File: src/rtl/cache_victim_pkg.sv
// Shared types for the cache miss/victim controller.
// No logic; enum and helper constants only.
// No flow control here.
package cache_victim_pkg;

  // Miss-handling phases: wait for a miss, write back a dirty victim,
  // fill the new line, then retire the miss.
  typedef enum logic [2:0] {
    IDLE  = 3'd0,
    EVICT = 3'd1,
    FILL  = 3'd2,
    DONE  = 3'd3
  } statetype_t;

endpackage

File: src/rtl/cache_beat_cnt.sv
// Beat index counter for line transfers; wraps modulo 2^W.
// Latency: count updates on the edge after clr_i/inc_i.
// Backpressure: holds its value whenever inc_i is low.
module cache_beat_cnt #(
  parameter int W = 2
) (
  input  logic         clk,
  input  logic         reset_n,
  input  logic         clr_i,
  input  logic         inc_i,
  output logic [W-1:0] cnt_o,
  output logic         last_o
);

  logic [W-1:0] cnt_q, cnt_d;

  // Clear wins over increment so a new transfer always starts at beat 0.
  always_comb begin
    cnt_d = cnt_q;
    if (clr_i) begin
      cnt_d = '0;
    end else if (inc_i) begin
      cnt_d = cnt_q + W'(1);
    end
  end

  // Beat register.
  always_ff @(posedge clk or negedge reset_n) begin
    if (!reset_n) begin
      cnt_q <= '0;
    end else begin
      cnt_q <= cnt_d;
    end
  end

  assign cnt_o  = cnt_q;
  assign last_o = &cnt_q;

endmodule

File: src/rtl/cache_victim_ctrl.sv
// Miss controller: capture victim, optional dirty writeback, line fill, retire.
// Latency: clean miss BEATS+1 cycles, dirty miss 2*BEATS+1 cycles to Done.
// Backpressure: each bus beat waits for BusAck; everything holds without it.
module cache_victim_ctrl
  import cache_victim_pkg::*;
#(
  parameter int NUMWAYS   = 4,
  parameter int SETLEN    = 9,
  parameter int TAGLEN    = 20,
  parameter int OFFSETLEN = 5,
  parameter int BEATS     = 4
) (
  input  logic                           clk,
  input  logic                           reset_n,
  input  logic                           MissReq,
  input  logic                           FlushStage,
  input  logic [SETLEN-1:0]              MissSet,
  input  logic [TAGLEN-1:0]              MissTag,
  input  logic [NUMWAYS-1:0]             VictimWay,
  input  logic [NUMWAYS-1:0]             DirtyWay,
  input  logic [TAGLEN-1:0]              TagRead,
  input  logic                           BusAck,
  output logic                           LRUWriteEn,
  output logic                           ClearValid,
  output logic [NUMWAYS-1:0]             SelWay,
  output logic [SETLEN-1:0]              CapSet,
  output logic                           BusReq,
  output logic                           BusWrite,
  output logic [TAGLEN+SETLEN+OFFSETLEN-1:0] BusAdr,
  output logic [$clog2(BEATS)-1:0]       Beat,
  output logic                           FillEn,
  output logic                           SetValid,
  output logic                           ClearDirty,
  output logic                           Busy,
  output logic                           Done
);

  localparam int BW = $clog2(BEATS);
  localparam int ZW = OFFSETLEN - BW;

  statetype_t           state_q, state_d;
  logic [NUMWAYS-1:0]   sel_way_q, sel_way_d;
  logic [SETLEN-1:0]    cap_set_q, cap_set_d;
  logic [TAGLEN-1:0]    cap_tag_q, cap_tag_d;
  logic                 capture;
  logic                 on_bus;
  logic                 beat_clr;
  logic                 beat_inc;
  logic                 beat_last;
  logic [BW-1:0]        beat;
  logic [OFFSETLEN-1:0] offset;

  // Gated by reset_n so the capture strobes are low for the whole reset,
  // not just after the first edge.
  assign capture  = reset_n & (state_q == IDLE) & MissReq & ~FlushStage;
  assign on_bus   = (state_q == EVICT) | (state_q == FILL);
  assign beat_inc = on_bus & BusAck;
  // The last writeback beat restarts the count for the fill; the last fill
  // beat wraps to 0 on its own.
  assign beat_clr = capture | ((state_q == EVICT) & BusAck & beat_last);

  cache_beat_cnt #(
    .W(BW)
  ) u_beat_cnt (
    .clk     (clk),
    .reset_n (reset_n),
    .clr_i   (beat_clr),
    .inc_i   (beat_inc),
    .cnt_o   (beat),
    .last_o  (beat_last)
  );

  // Beat selects a word within the line; the low byte-offset bits are zero.
  assign offset = OFFSETLEN'(beat) << ZW;

  // Victim, set and tag are frozen from capture until the next capture.
  always_comb begin
    sel_way_d = sel_way_q;
    cap_set_d = cap_set_q;
    cap_tag_d = cap_tag_q;
    if (capture) begin
      sel_way_d = VictimWay;
      cap_set_d = MissSet;
      cap_tag_d = MissTag;
    end
  end

  // State and capture registers.
  always_ff @(posedge clk or negedge reset_n) begin
    if (!reset_n) begin
      state_q   <= IDLE;
      sel_way_q <= '0;
      cap_set_q <= '0;
      cap_tag_q <= '0;
    end else begin
      state_q   <= state_d;
      sel_way_q <= sel_way_d;
      cap_set_q <= cap_set_d;
      cap_tag_q <= cap_tag_d;
    end
  end

  // Next state plus state-decoded outputs; the address mux picks the stored
  // tag for writeback and the missing tag for the fill.
  always_comb begin
    state_d    = state_q;
    BusReq     = 1'b0;
    BusWrite   = 1'b0;
    BusAdr     = '0;
    FillEn     = 1'b0;
    SetValid   = 1'b0;
    ClearDirty = 1'b0;
    Done       = 1'b0;
    Busy       = 1'b1;
    unique case (state_q)
      IDLE: begin
        Busy = 1'b0;
        if (capture) begin
          state_d = (|(VictimWay & DirtyWay)) ? EVICT : FILL;
        end
      end
      EVICT: begin
        BusReq   = 1'b1;
        BusWrite = 1'b1;
        BusAdr   = {TagRead, cap_set_q, offset};
        if (BusAck && beat_last) begin
          state_d = FILL;
        end
      end
      FILL: begin
        BusReq = 1'b1;
        BusAdr = {cap_tag_q, cap_set_q, offset};
        FillEn = BusAck;
        if (BusAck && beat_last) begin
          state_d = DONE;
        end
      end
      DONE: begin
        SetValid   = 1'b1;
        ClearDirty = 1'b1;
        Done       = 1'b1;
        state_d    = IDLE;
      end
      default: begin
        state_d = IDLE;
      end
    endcase
  end

  assign LRUWriteEn = capture;
  assign ClearValid = capture;
  assign SelWay     = sel_way_q;
  assign CapSet     = cap_set_q;
  assign Beat       = beat;

endmodule

File: config.mk
export PLATFORM = sky130hd
export DESIGN_NAME = cache_victim_ctrl
export DESIGN_NICKNAME = d
export VERILOG_FILES = /design/src/rtl/cache_victim_pkg.sv /design/src/rtl/cache_beat_cnt.sv /design/src/rtl/cache_victim_ctrl.sv
export SDC_FILE = /design/constraint.sdc
export NUM_CORES = 1
export LEC_CHECK = 0
export BUFFER_PORTS_ARGS = -buffer_cell sky130_fd_sc_hd__buf_2
export CORE_ASPECT_RATIO = 1.4
export CORE_MARGIN = 10
export CORE_UTILIZATION = 25
export CTS_CLUSTER_DIAMETER = 200
export CTS_CLUSTER_SIZE = 25
export DETAILED_ROUTE_END_ITERATION = 6
export PLACE_DENSITY_LB_ADDON = 0.3
export SLEW_MARGIN = 5
export SYNTH_ARGS = -nofsm -noshare
export SYNTH_HDL_FRONTEND = slang
export SYNTH_HIERARCHICAL = 1
export SYNTH_SLANG_ARGS = --single-unit
File: constraint.sdc
create_clock -name clk -period 2.8 [get_ports clk]
set_input_delay 0.28 -clock clk [delete_from_list [all_inputs] [get_ports clk]]
set_output_delay 0.28 -clock clk [all_outputs]
set_load 0.01 [all_outputs]
* Word-level counts from Yosys, hierarchy flattened *
Cells that the tools add are included.

word-level totals
  bits in registers = 38
  input port bits = 62
  output and inout port bits = 58
  logic and storage cells = 42

cells by class
  add/sub/neg operators = 1
  eq/ne operators = 6
  multiplexer cells = 13
  bitwise logic cells = 10
  reductions and logical operators = 7

operators with widths
  cell                                                                   number
  34-bit case mux with 2 select lines                                    1
  3-bit two-way mux                                                      3
  3-bit case mux with 3 select lines                                     1
  1-bit AND                                                              6
  3-bit by 2-bit equality test with 1-bit output, second input constant  2
  2-bit two-way mux                                                      3
  1-bit two-way mux                                                      5
  4-bit AND                                                              1
  2-bit by 1-bit != test with 1-bit output, second input constant        2
  4-bit OR reduction                                                     1
  3-bit by 1-bit equality test with 1-bit output, second input constant  1
  3-bit logical NOT                                                      1
  3-bit AND reduction                                                    1
  2-bit by 1-bit adder with 2-bit output, second input constant          1
  2-bit != test, second input constant                                   1
  1-bit OR                                                               2
  2-bit AND reduction                                                    1
  2-bit nonzero test                                                     1
  2-bit OR reduction                                                     1
  1-bit logical AND                                                      1
  1-bit NOT                                                              1

* Longest topological paths before layout *
  word-level depth = 6
  depth in mapped cells = 7
  depth with buffers taken out = 7

* By module *
The synthesis kept the hierarchy.

by module, submodules not included
  module             times used  cells each  area an instance (um2)  sequential area each (um2)
  cache_victim_ctrl  1           232         1908.1                  875.8
  cache_beat_cnt     1           7           88.8                    50.0

* Worst setup path after synthesis *
OpenSTA, ideal clock, no wires.

  path type = reg2out
  start = register state_q[1]
  end = output BusAdr[14]
  data arrival time = 1.408 ns
  data required time = 2.520 ns
  path slack = 1.112 ns
  cell stages (with the launch flop) = 6
  path buffers = 1
  path through = dfrtp_1 -> inv_1 -> ha_1 -> clkbuf_1 -> a22oi_1 -> nor2b_1

between the ends
  longest elaborated chain between the ends = 2
  elaborated cells between the ends (all ways) = 3
  classes of those cells = eq/ne: 2; mux: 1

RTL lines
  what                                                                                                                     line                      RTL
  from (decl)                                                                                                              cache_victim_ctrl.sv:41   statetype_t state_q, state_d;
  from (signal assigned)                                                                                                   cache_victim_ctrl.sv:96   state_q <= state_d;
  3-bit by 2-bit equality test with 1-bit output / 3-bit by 1-bit equality test with 1-bit output (equally long branches)  cache_victim_ctrl.sv:115  unique case (state_q)
  34-bit case mux with 2 select lines *                                                                                    cache_victim_ctrl.sv:115
  to (decl)                                                                                                                cache_victim_ctrl.sv:29   output logic [TAGLEN+SETLEN+OFFSETLEN-1:0] BusAdr,

Mark *: on every way between the ends. The rest lies on a longest branch, timed or not.

* Worst setup path in the final report *
  start = register state_q[1]
  end = output BusAdr[12]

Same word-level chain as after synthesis.

==> flow_summary.toml <==
[outcome]
status = "complete, no violations"

[clock_network]
root_buffer = "clkbuf_8"
cts-resized-gates = 0
cts_made_buffers = 5
post_cts_buffers = 0
hold_buffers = 0
clock_latency_ns = 0.28
clockBufferDepth = 2
cts_tree = "yes"
path_clk_slew_ns = 0.07
cts_sinks = 37
h-tree-depth = 2

[route]
routed_via_density = 4.296
remaining_drc_errors = 0
drt_iter0_markers = 59
ant_nets = 0
wire_per_inst_um = 14.75
drt_first_pass_iters = 4
totalWireLength_mm = 6.680
vias = 1946

[synth]
synth_area_leaders = "dfrtp_1 (46%), nand2_1 (19%), a22oi_1 (8.3%)"
synth_seq_cells = 37
syn_avg_cell_area_sq_um = 8.355
synthArstFlopShare = 1.000
yosys_warnings = 6
synth_top_family_by_area = "simple AND/OR/NAND/NOR gates"
synth_compound_area_frac = 0.1084
synthAdderAreaFrac = 0.03759
synth_common_cells = "nand2_1 (103), dfrtp_1 (37), a22oi_1 (22)"
syn_area_sq_um = 1997
ys.flop_type = "dfrtp_1"
syn_inst = 239
yosys.cell_types.count = 23
synthMuxAreaShare = 0.01003
synth_top_area_share = 0.4637
synth_edf_count = 0
synthSimpleGateAreaFrac = 0.3170
yosysSeqAreaShare = 0.4637
synth_top_area_cell = "dfrtp_1"
synth_xor_xnor_area_share = 0.004386
yosysMostFrequentCell = "nand2_1"

[critical_path]
startpoint_type = "flip-flop"
worstSetupPathType = "reg -> out"
cp.arrival_ns = 1.77
required_ns = 2.52
crit_fanout = 11
end_kind = "output port"

[global_routing]
track_usage = 0.1058
antenna_found_initial = 1
grt_pass1_vias = 2063
grt_pass1_wl_mm = 10.23
overflow = 0
grt_max_degree = 38

[cells_and_area]
drive_gt1_frac = 0.3778
nNetsFinal = 419
fillers = 821
fin_util = 0.3583
syn2layout_area_growth_pct = 39.03

[timing]
finalSetupViolations = 0
skew_ns = 0.004379
tightest_slew_ns = 0.5032
rsz0062_at_grt = "no"
clock.fmax_ghz = 0.4869
relSlewSlack = 0.6645
min_period_ns = 2.054
finalHoldViolations = 0
finalCritPeriodShare = 0.7336
tns_ns = 0
slew_viol_final = 0

[power_and_ir_drop]
power_leakage_nw = 1.586
ir_drop_mv = 0.4227
p_per_area_nw_per_um2 = 1065

[floorplan]
dieArea_sq_um = 12010
start_util = 0.2577
die_x_um = 95.54
die_h_um = 125.8
coreArea_sq_um = 7750
rows = 38
pin_count = 120

[place]
hpwlAfterDp_mm = 5.047
io_buffers = 116
gp_congestion = 0.7343

[run]
max_cap_violations = 0

[hold_path]
hold_path.class = "in -> async"
layout make-up:
| cell class | instances | area [sq um] | share of cell area |
|---|---|---|---|
| Multi-Input combinational cell | 181 | 964.7 | 0.3475 |
| Sequential cell | 37 | 925.9 | 0.3335 |
| Timing Repair Buffer | 122 | 625.6 | 0.2253 |
| Tap cell | 100 | 125.1 | 0.04507 |
| Clock buffer | 7 | 86.33 | 0.03110 |
| Antenna cell | 1 | 2.502 | 0.0009013 |
| Inverter | 4 | 16.27 | 0.005859 |
| Clock inverter | 1 | 30.03 | 0.01082 |
cell families (layout without fill, tap and decap cells):
kind of cell,after synthesis,in the layout
and+or+nand+nor,141,141
DFF,37,37
AOI/OAI and AO/OA,28,28
buffers and inverters,23,134
adders and majority gates,6,6
muxes,2,2
other,1,4
xor gates and xnor gates,1,1
placed cells by master, fill, tap and decap left out, types with 2 or more instances in the layout:
cell	netlist	final
nor2_1	3	3
buf_2	3	116
a22oi_1	22	22
buf_4	6	6
nand2_1	103	103
conb_1	1	3
and2_1	13	13
clkbuf_8	0	6
inv_1	3	3
mux2i_1	2	2
nor2b_1	20	20
ha_1	6	6
dfrtp_1	37	37
critical path, stage by stage, from the launching register on:
cell	delay [ns]
dfrtp_1	0.45
inv_1	0.11
ha_1	0.30
o21a_1	0.31
and2_1	0.18
buf_2	0.13
metal layers:
metal	GRT usage	up-vias	wire [um]
met5	0	-	0
met4	0.02872	0	86
met3	0.04400	8	662
met2	0.1771	76	3234
met1	0.1194	880	2697
li1	-	982	-
registers in the layout (all words and copies together), names as in the netlist:
| signal | count |
|---|---|
| u_beat_cnt/cnt_o | 2 |
| CapSet | 9 |
| state_q | 2 |
| SelWay | 4 |
| cap_tag_q | 20 |
metrics by stage:
stage          power, mW  std cells  instance area [sq um]  hold WS (ns)  setup slack, ns
3_3_place_gp       2.482        444                   2658        0.4378            1.114
3_5_place_dp       2.523        444                   2658        0.4325            1.019
4_1_cts            3.020        452                   2774        0.1104           0.7153
6_report           2.957        453                   2776       0.09548           0.7460
2_1_floorplan      1.923        241                   2004      -0.01559            1.112
5_1_grt            3.222        452                   2774        0.1477           0.6103
worst paths after layout:
check / startpoint / cells after the start / slack [ns] / endpoint
worst min-delay path: reset_n / 2 / 0.1 / CapSet[7]
worst max-delay path: state_q[1] / 5 / 0.75 / BusAdr[12]
worst min register to register: cap_tag_q[7] / 2 / 0.48 / cap_tag_q[7]
max in group asynchronous: reset_n / 2 / 2.34 / cap_tag_q[4]
worst max register to register: state_q[1] / 7 / 1.04 / state_q[0]
min in group clk: MissTag[2] / 3 / 0.18 / cap_tag_q[2]
power by group:
| part | internal (mW) | switching, mW |
|---|---|---|
| Clock | 0.291 | 0.190 |
| Sequential | 0.795 | 0.175 |
| Combinational | 0.651 | 0.855 |
| Total | 1.74 | 1.22 |
Note: power is estimated with default switching activity, not from simulation.
